## src/rtl/pwm_gen.sv

```systemverilog
// pwm_gen: PWM output stage with double-buffered compare/mode/period shadows,
// registered complementary outputs and a period-boundary pulse. Optional dead-time insertion: PWM_DEADTIME_EN.
module pwm_gen #(
    parameter int CNT_W = 16
) (
    input  logic             clk,
    input  logic             rst_n,
    input  logic             pwm_en,
    input  logic [CNT_W-1:0] count_val,
    input  logic [CNT_W-1:0] period,
    input  logic             upnotdown,
    input  logic [CNT_W-1:0] compare1,
    input  logic [CNT_W-1:0] compare2,
    input  logic [1:0]       functions,
`ifdef PWM_DEADTIME_EN
    input  logic [7:0]       dead_time,
`endif
    output logic             pwm_out,
    output logic             pwm_out_n,
    output logic             period_evt
);

    typedef enum logic [1:0] {
        ST_IDLE = 2'd0,
        ST_HI   = 2'd1,
        ST_LO   = 2'd2
`ifdef PWM_DEADTIME_EN
        ,
        ST_DT   = 2'd3
`endif
    } state_t;

    state_t           state_q, state_d;
    logic [CNT_W-1:0] prev_cnt_q, prev_cnt_d;
    logic [CNT_W-1:0] cmp1_sh_q, cmp1_sh_d;
    logic [CNT_W-1:0] cmp2_sh_q, cmp2_sh_d;
    logic [CNT_W-1:0] per_sh_q, per_sh_d;
    logic [1:0]       func_sh_q, func_sh_d;
    logic             pwm_out_q, pwm_out_d;
    logic             pwm_out_n_q, pwm_out_n_d;
    logic             period_evt_q, period_evt_d;
`ifdef PWM_DEADTIME_EN
    logic [7:0]       dt_sh_q, dt_sh_d;
    logic [7:0]       dt_cnt_q, dt_cnt_d;
`endif

    logic   cnt_chg_s;
    logic   wrap_s;
    logic   load_s;
    logic   raw_s;
    state_t target_s;

    // Waveform level for one count value under the given mode and compare values.
    function automatic logic raw_level(
        input logic [CNT_W-1:0] cnt,
        input logic [CNT_W-1:0] c1,
        input logic [CNT_W-1:0] c2,
        input logic [1:0]       func
    );
        logic lvl;
        case (func)
            2'b00:   lvl = (cnt < c1);
            2'b01:   lvl = (cnt >= c1);
            2'b10,
            2'b11:   lvl = (cnt >= c1) && (cnt < c2);
            default: lvl = 1'b0;
        endcase
        return lvl;
    endfunction

    // Boundary detection: a wrap needs the count to have actually moved, so prescaler holds are ignored.
    always_comb begin
        prev_cnt_d = count_val;
        cnt_chg_s  = (count_val != prev_cnt_q);
        if (upnotdown) begin
            wrap_s = cnt_chg_s && (count_val == {CNT_W{1'b0}});
        end else begin
            wrap_s = cnt_chg_s && (count_val == per_sh_q);
        end
        load_s       = !pwm_en || wrap_s;
        period_evt_d = pwm_en && wrap_s;
    end

    // Shadow set: transparent while disabled, otherwise refreshed only on a wrap.
    always_comb begin
        if (load_s) begin
            cmp1_sh_d = compare1;
            cmp2_sh_d = compare2;
            per_sh_d  = period;
            func_sh_d = functions;
`ifdef PWM_DEADTIME_EN
            dt_sh_d   = dead_time;
`endif
        end else begin
            cmp1_sh_d = cmp1_sh_q;
            cmp2_sh_d = cmp2_sh_q;
            per_sh_d  = per_sh_q;
            func_sh_d = func_sh_q;
`ifdef PWM_DEADTIME_EN
            dt_sh_d   = dt_sh_q;
`endif
        end
    end

    // Raw compare uses the values the shadows hold for this cycle, so the wrap count
    // itself already belongs to the new period.
    always_comb begin
        raw_s = raw_level(count_val, cmp1_sh_d, cmp2_sh_d, func_sh_d);
        if (raw_s) begin
            target_s = ST_HI;
        end else begin
            target_s = ST_LO;
        end
    end

    // Output state machine: next state and the registered output levels it implies.
    always_comb begin
        state_d  = state_q;
`ifdef PWM_DEADTIME_EN
        dt_cnt_d = dt_cnt_q;
`endif
        if (!pwm_en) begin
            state_d  = ST_IDLE;
`ifdef PWM_DEADTIME_EN
            dt_cnt_d = 8'd0;
`endif
        end else begin
            case (state_q)
                ST_IDLE: begin
                    state_d = target_s;
                end
                ST_HI,
                ST_LO: begin
                    if (target_s != state_q) begin
`ifdef PWM_DEADTIME_EN
                        if (dt_sh_d == 8'd0) begin
                            state_d = target_s;
                        end else begin
                            state_d  = ST_DT;
                            dt_cnt_d = dt_sh_d;
                        end
`else
                        state_d = target_s;
`endif
                    end else begin
                        state_d = state_q;
                    end
                end
`ifdef PWM_DEADTIME_EN
                // The target tracks raw throughout; the count runs on regardless.
                ST_DT: begin
                    if (dt_cnt_q <= 8'd1) begin
                        state_d  = target_s;
                        dt_cnt_d = 8'd0;
                    end else begin
                        state_d  = ST_DT;
                        dt_cnt_d = dt_cnt_q - 8'd1;
                    end
                end
`endif
                default: begin
                    state_d = ST_IDLE;
                end
            endcase
        end
        pwm_out_d   = (state_d == ST_HI);
        pwm_out_n_d = (state_d == ST_LO);
    end

    // State, shadow and output registers.
    always_ff @(posedge clk or negedge rst_n) begin
        if (!rst_n) begin
            state_q      <= ST_IDLE;
            prev_cnt_q   <= {CNT_W{1'b0}};
            cmp1_sh_q    <= {CNT_W{1'b0}};
            cmp2_sh_q    <= {CNT_W{1'b0}};
            per_sh_q     <= {CNT_W{1'b0}};
            func_sh_q    <= 2'b00;
            pwm_out_q    <= 1'b0;
            pwm_out_n_q  <= 1'b0;
            period_evt_q <= 1'b0;
`ifdef PWM_DEADTIME_EN
            dt_sh_q      <= 8'd0;
            dt_cnt_q     <= 8'd0;
`endif
        end else begin
            state_q      <= state_d;
            prev_cnt_q   <= prev_cnt_d;
            cmp1_sh_q    <= cmp1_sh_d;
            cmp2_sh_q    <= cmp2_sh_d;
            per_sh_q     <= per_sh_d;
            func_sh_q    <= func_sh_d;
            pwm_out_q    <= pwm_out_d;
            pwm_out_n_q  <= pwm_out_n_d;
            period_evt_q <= period_evt_d;
`ifdef PWM_DEADTIME_EN
            dt_sh_q      <= dt_sh_d;
            dt_cnt_q     <= dt_cnt_d;
`endif
        end
    end

    assign pwm_out    = pwm_out_q;
    assign pwm_out_n  = pwm_out_n_q;
    assign period_evt = period_evt_q;

endmodule

```

## config.mk

```make
export PLATFORM = sky130hd
export DESIGN_NAME = pwm_gen
export DESIGN_NICKNAME = d
export VERILOG_FILES = /design/src/rtl/pwm_gen.sv
export SDC_FILE = /design/constraint.sdc
export NUM_CORES = 1
export LEC_CHECK = 0
export CELL_PAD_IN_SITES_DETAIL_PLACEMENT = 1
export CELL_PAD_IN_SITES_GLOBAL_PLACEMENT = 1
export CORE_UTILIZATION = 38
export DETAILED_ROUTE_END_ITERATION = 6
export PLACE_DENSITY_LB_ADDON = 0.08
export SLEW_MARGIN = 0
export SYNTH_ARGS = -nofsm -noshare
export SYNTH_HDL_FRONTEND = slang
export SYNTH_SLANG_ARGS = --single-unit
```

## constraint.sdc

```tcl
create_clock -name clk -period 4 [get_ports clk]
set_input_delay 0.4 -clock clk [delete_from_list [all_inputs] [get_ports clk]]
set_output_delay 0.4 -clock clk [all_outputs]
set_load 0.02 [all_outputs]
```

---- Word-level counts from Yosys, hierarchy flattened ----
Cells that the tools add are included.
word-level totals
  logic and storage cells ................. 42
  flip-flop bits (word level) ............. 71
cells by class
  equality and inequality tests ........... 10
  mux-type cells .......................... 9
  reductions and logical operators ........ 11
  order comparisons ....................... 3
operators with widths
  kind                                            number
  less-than comparator 16 bit                     2
  two-way mux 16 bit                              2
  == test 16 bit                                  1
  greater-or-equal comparator 16 bit              1
  logical NOT 16 bit                              1
  inequality test 16 bit                          1
  == test 2 bit (second input constant)           4
  two-way mux 2 bit                               4
  == test 2 x 1 -> 1 bit (second input constant)  3
  logical AND 1 bit                               4
  logical NOT 2 bit                               2
  case mux 2 bit (2 select lines)                 1
  OR reduction 2 bit                              2
  case mux 1 bit (3 select lines)                 1
  inequality test 2 bit                           1
  logical NOT 1 bit                               1
  logical OR 1 bit                                1
  two-way mux 1 bit                               1

---- Longest topological paths before layout ----
  word-level depth ........................ 14
  depth in mapped cells ................... 15
  gate-level depth less buffers ........... 14

---- Worst setup path before layout ----
OpenSTA, ideal clock, no wires.
  path kind ............................... input-to-reg
  start point ............................. input port count_val[2]
  end point ............................... register pwm_out_n_q (netlist: pwm_out_n)
  slack ................................... 0.154 ns
  library setup time ...................... 0.067 ns
  arrival ................................. 3.779 ns
  buffers on the path ..................... 2
  stages on the path ...................... 15
  cell sequence ........................... xnor2_1 > nand4_1 > nor4_4 > o31a_1 > buf_6 > buf_6 > mux2i_2 > ha_1 > a21oi_1 > nor2_1 > or3_1 > o311ai_0 > a311oi_1 > o22ai_1 > and3_1
on the way
  word-level cells in the longest chain between the ends .. 14
ends and longest elaborated chain
  what                                                              RTL line  RTL
  start, declared                                                   9         input logic [CNT_W-1:0] count_val,
  inequality test 16 bit, or another cell as far along              74        cnt_chg_s = (count_val != prev_cnt_q);
  logical AND 1 bit (on tied branches)                              78, 76
  two-way mux 1 bit                                                 75        if (upnotdown) begin
  logical OR 1 bit                                                  80        load_s = !pwm_en || wrap_s;
  two-way mux 16 bit or two-way mux 2 bit (tied branches)           86        if (load_s) begin
  greater-or-equal comparator 16 bit, or another cell as far along  63, 65
  logical AND 1 bit or OR reduction 2 bit (tied branches)           65, 61
  case mux 1 bit (3 select lines) *                                 61        case (func)
  two-way mux 2 bit *                                               109       if (raw_s) begin
  inequality test 2 bit                                             134       if (target_s != state_q) begin
  two-way mux 2 bit                                                 134
  case mux 2 bit (2 select lines) *                                 128       case (state_q)
  two-way mux 2 bit *                                               122       if (!pwm_en) begin
  == test 2 bit *                                                   167       pwm_out_n_d = (state_d == ST_LO);
  via pwm_out_n_d                                                   40        logic pwm_out_n_q, pwm_out_n_d;
  end signal, assigned                                              194       pwm_out_n_q <= pwm_out_n_d;
  end, declared                                                     40
The timed path passes the listed nets; every way through them passes the cells marked *.
A chain may end at the register's enable or synchronous reset.

---- Worst setup path after layout ----
  start point ............................. register per_sh_q[8]
  end point ............................... register state_q[1]
on the way
  word-level cells in the longest chain between the ends .. 13
ends and longest elaborated chain
  what                                RTL line  RTL
  start, declared                     37        logic [CNT_W-1:0] per_sh_q, per_sh_d;
  start signal, assigned              177       per_sh_q <= {CNT_W{1'b0}};
  start signal, assigned              191       per_sh_q <= per_sh_d;
  == test 16 bit *                    78        wrap_s = cnt_chg_s && (count_val == per_sh_q);
  logical AND 1 bit *                 78
  two-way mux 1 bit *                 75
  logical OR 1 bit *                  80
  two-way mux 16 bit *                86
  via cmp1_sh_d[5]                    35        logic [CNT_W-1:0] cmp1_sh_q, cmp1_sh_d;
  greater-or-equal comparator 16 bit  63, 65
  logical AND 1 bit                   65        2'b11: lvl = (cnt >= c1) && (cnt < c2);
  case mux 1 bit (3 select lines) *   61
  two-way mux 2 bit *                 109
  inequality test 2 bit               134
  two-way mux 2 bit                   134
  case mux 2 bit (2 select lines) *   128
  two-way mux 2 bit *                 122
  via state_d[1]                      33        state_t state_q, state_d;
  end signal, assigned                187       state_q <= state_d;
  end, declared                       33
Marked as above.

==> run summary <==
outcome: complete, but fails checks
failing checks: negative setup slack
period utilization: 101%
first-pass GRT wire length: 17500 um
EDFF count, synth: 0
Initial Utilization: 39.2%
Static Leak: 0.00274 uW
Bufs and invs on worst path: 5
Clock Root Buffer: clkbuf_8
P per Cell Area: 343 nW/um^2
Rows: 36
Ports: 73
Clock Skew: 0.00763 ns
fin nets: 580
FF-to-FF Start: per_sh_q[8]$_DFFE_PN0N_
setup ws final: -0.0298 ns
worst-path fanout max: 4
Area Overhead vs Synth: 55.4%
syn avg cell area: 12.4 um^2
share of layout cells above drive strength 1: 42.3%
CP required: 4.24 ns
Peak Freq: 248 MHz
VDD IR-drop max: 0.000185 V
Syn Inst Count: 311
total of max-cap violations: 0
DP Wirelength: 7850 um
Routed Antenna Nets: 0
Reg2Reg Capture Point: state_q[1]$_DFF_PN0_
critical-path cell list: xor2_1 -> nor4_2 -> buf_4 -> a41oi_4 -> buf_6 -> o31ai_4 -> buf_4 -> buf_6 -> mux2_4 -> inv_4 -> ha_4 -> nand4_1 -> o21bai_4 -> a31oi_4 -> o311ai_4 -> a221oi_2 -> nand4_2 -> and3_1
CTS buffer count: 9
Synth Cell Area: 3850 um^2
Area contributors post-synth: dfrtp_1, ha_1, mux2i_2
Synth Register Bits: 71
Critical Path Max Stage Delay: 0.41 ns
I/O Buffers: 72
post-DR wirelength/cell: 19.0 um
cell depth of the worst flop-to-flop path: 18
vias per inst: 4.98
Synth top area share: 46.1%
post-route insts no fill: 615
clk slew on worst S/H paths: 0.09 ns
post-synth top area cell: dfrtp_1
DR vias: 3060
yosys warns: 0
# diodes: 0
DR DRC count: 0
CORE AREA: 9820 um^2
Total Wirelength: 11700 um
Placed Cells: 571
Tmin final: 4.03 ns
critical path class: reg -> reg
count of cell types in the netlist: 46
GRT Total Usage: 22.7%
H-tree Lvls: 3
worst slew pin tran: 0.897 ns
Clock Path Buffers: 2
grt ovf: 0
DIE AREA: 10500 um^2
Post-synth ARST share: 100%
initial antenna violation count: 0
largest net degree at the start of global routing: 39
ys flop type: dfrtp_1
Fin. Hold Viols: 0
clock sinks: 71
Worst EP arrival: 4.27 ns
vias in the first global route: 3277
hold_ws: 0.173 ns
Vert. Die Dim: 103 um
drt pass-1 iters: 4
chip width: 103 um
Worst path slowest cell: dfrtp_1
Slew headroom: 40.2%
TritonCTS clock tree: done
Skew-Pair Late Insertion Delay: 0.35 ns
pins over their slew limit: 0
Syn Nets: 414
RePlAce Congestion: 0.941
register area share after synthesis: 46.1%
RSZ-0062 raised after global routing: true
Crit. End Element: flip-flop
Final setup viols: 2
R2R setup slack: -0.03 ns
DRT iter0 DRCs: 91
crit start category: flip-flop
CP top delay family: compound AO/OA/AOI/OAI gates
HP Class: in -> async
[area by class of cell]
type / instances / area [um^2]
Fill cell: 1024 / 3830
Clock inverter: 7 / 96.3
Timing Repair Buffer: 159 / 1450
Inverter: 35 / 134
Clock buffer: 9 / 124
Tap cell: 133 / 166
Multi-Input combinational cell: 201 / 2240
Sequential cell: 71 / 1780
[state kept, by name (all words and copies together) (netlist names)]
name        flops
cmp1_sh_q      16
cmp2_sh_q      16
func_sh_q       2
per_sh_q       16
period_evt      1
prev_cnt_q     16
pwm_out         1
pwm_out_n       1
state_q         2
[Yosys cell counts, types with 2 or more instances]
master	count
nor2b_1	3
nand3_1	3
xor2_1	16
and3_1	2
nand4_1	11
a311oi_1	2
inv_1	14
nor2_1	9
mux2_2	22
a211o_1	2
buf_6	3
nor4_1	6
nor4_2	4
mux2i_1	8
a21oi_1	8
inv_2	21
ha_1	33
dfrtp_1	71
o21ai_0	4
o311ai_0	2
xnor2_1	16
a21boi_1	2
nand2_1	3
a21o_1	4
buf_2	2
mux2i_2	20
[power breakdown]
group	switching, uW	internal (uW)	total [uW]	leakage [uW]
logic	269	307	576	0.00180
clock network	300	353	654	0.000114
registers	36.6	785	821	0.000836
total	606	1440	2050	0.00274
[stage by stage]
stage	power [uW]	area [um^2]	setup TNS (ns)	setup slack (ns)	utilization, %
final	2050	5990	-0.0544	-0.0298	61.0
after global routing	2150	5990	-0.714	-0.187	61.0
after CTS	2010	5700	0	0.00799	58.0
after detailed placement	1310	5140	-3.05	-0.773	52.4
after global placement	1290	5140	-2.69	-0.687	52.4
after floorplan	1070	3850	0	0.154	-
[per-layer routing]
layer | part of all wire [%] | GRT usage (%) | routed length (um) | vias up
met4 | 2.3 | 6.04 | 271 | 0
met5 | 0 | 0 | 0 | -
met2 | 51 | 40.0 | 5910 | 66
met3 | 3.3 | 2.71 | 382 | 19
met1 | 44 | 29.6 | 5110 | 1528
li1 | - | - | - | 1447
[cell usage in the layout (no fill, tap or decap), drive strengths merged, types with 6 or more instances in the layout]
cell / Yosys / final
clkdlybuf4s50: 0 / 55
dlymetal6s2s: 0 / 10
ha: 33 / 33
a21oi: 8 / 8
mux2: 23 / 23
mux2i: 28 / 28
nor2: 9 / 9
inv: 35 / 36
clkbuf: 0 / 9
dfrtp: 71 / 71
nand4: 12 / 12
dlygate4sd2: 0 / 6
xnor2: 16 / 16
buf: 5 / 88
xor2: 16 / 16
nor4: 11 / 11
[cell families (layout without fill, tap and decap cells)]
kind of cell | after synthesis | count (layout) | synth area share, %
AO/OA/AOI/OAI | 36 | 37 | 7.08
XOR/XNOR | 32 | 32 | 7.27
adder cells (fa/ha/maj) | 33 | 33 | 10.7
buffers and inverters | 40 | 210 | 4.55
flip-flops | 71 | 71 | 46.1
multiplexers | 51 | 51 | 15.9
AND/OR/NAND/NOR | 48 | 48 | 8.31
[worst max path at each step]
stage	startpoint	end	slack, ns	cells after the start
5_1_grt	per_sh_q[8]$_DFFE_PN0N_	pwm_out_n$_DFF_PN0_	-0.19	18
2_1_floorplan	count_val[2]	pwm_out_n$_DFF_PN0_	0.15	15
4_1_cts	count_val[7]	state_q[1]$_DFF_PN0_	0.008	17
6_report	per_sh_q[8]$_DFFE_PN0N_	state_q[1]$_DFF_PN0_	-0.03	18
3_3_place_gp	count_val[7]	pwm_out_n$_DFF_PN0_	-0.69	17
3_5_place_dp	count_val[6]	state_q[1]$_DFF_PN0_	-0.77	18
[what timing repair did]
item,4_1_cts,5_1_grt
gates cloned,1,0
pin swaps,18,25
resized for setup,47,33
endpoints found under the setup margin,4,4
hold buffers,0,0
setup buffers,12,15
No activity file was read; power rests on OpenSTA's default activity.
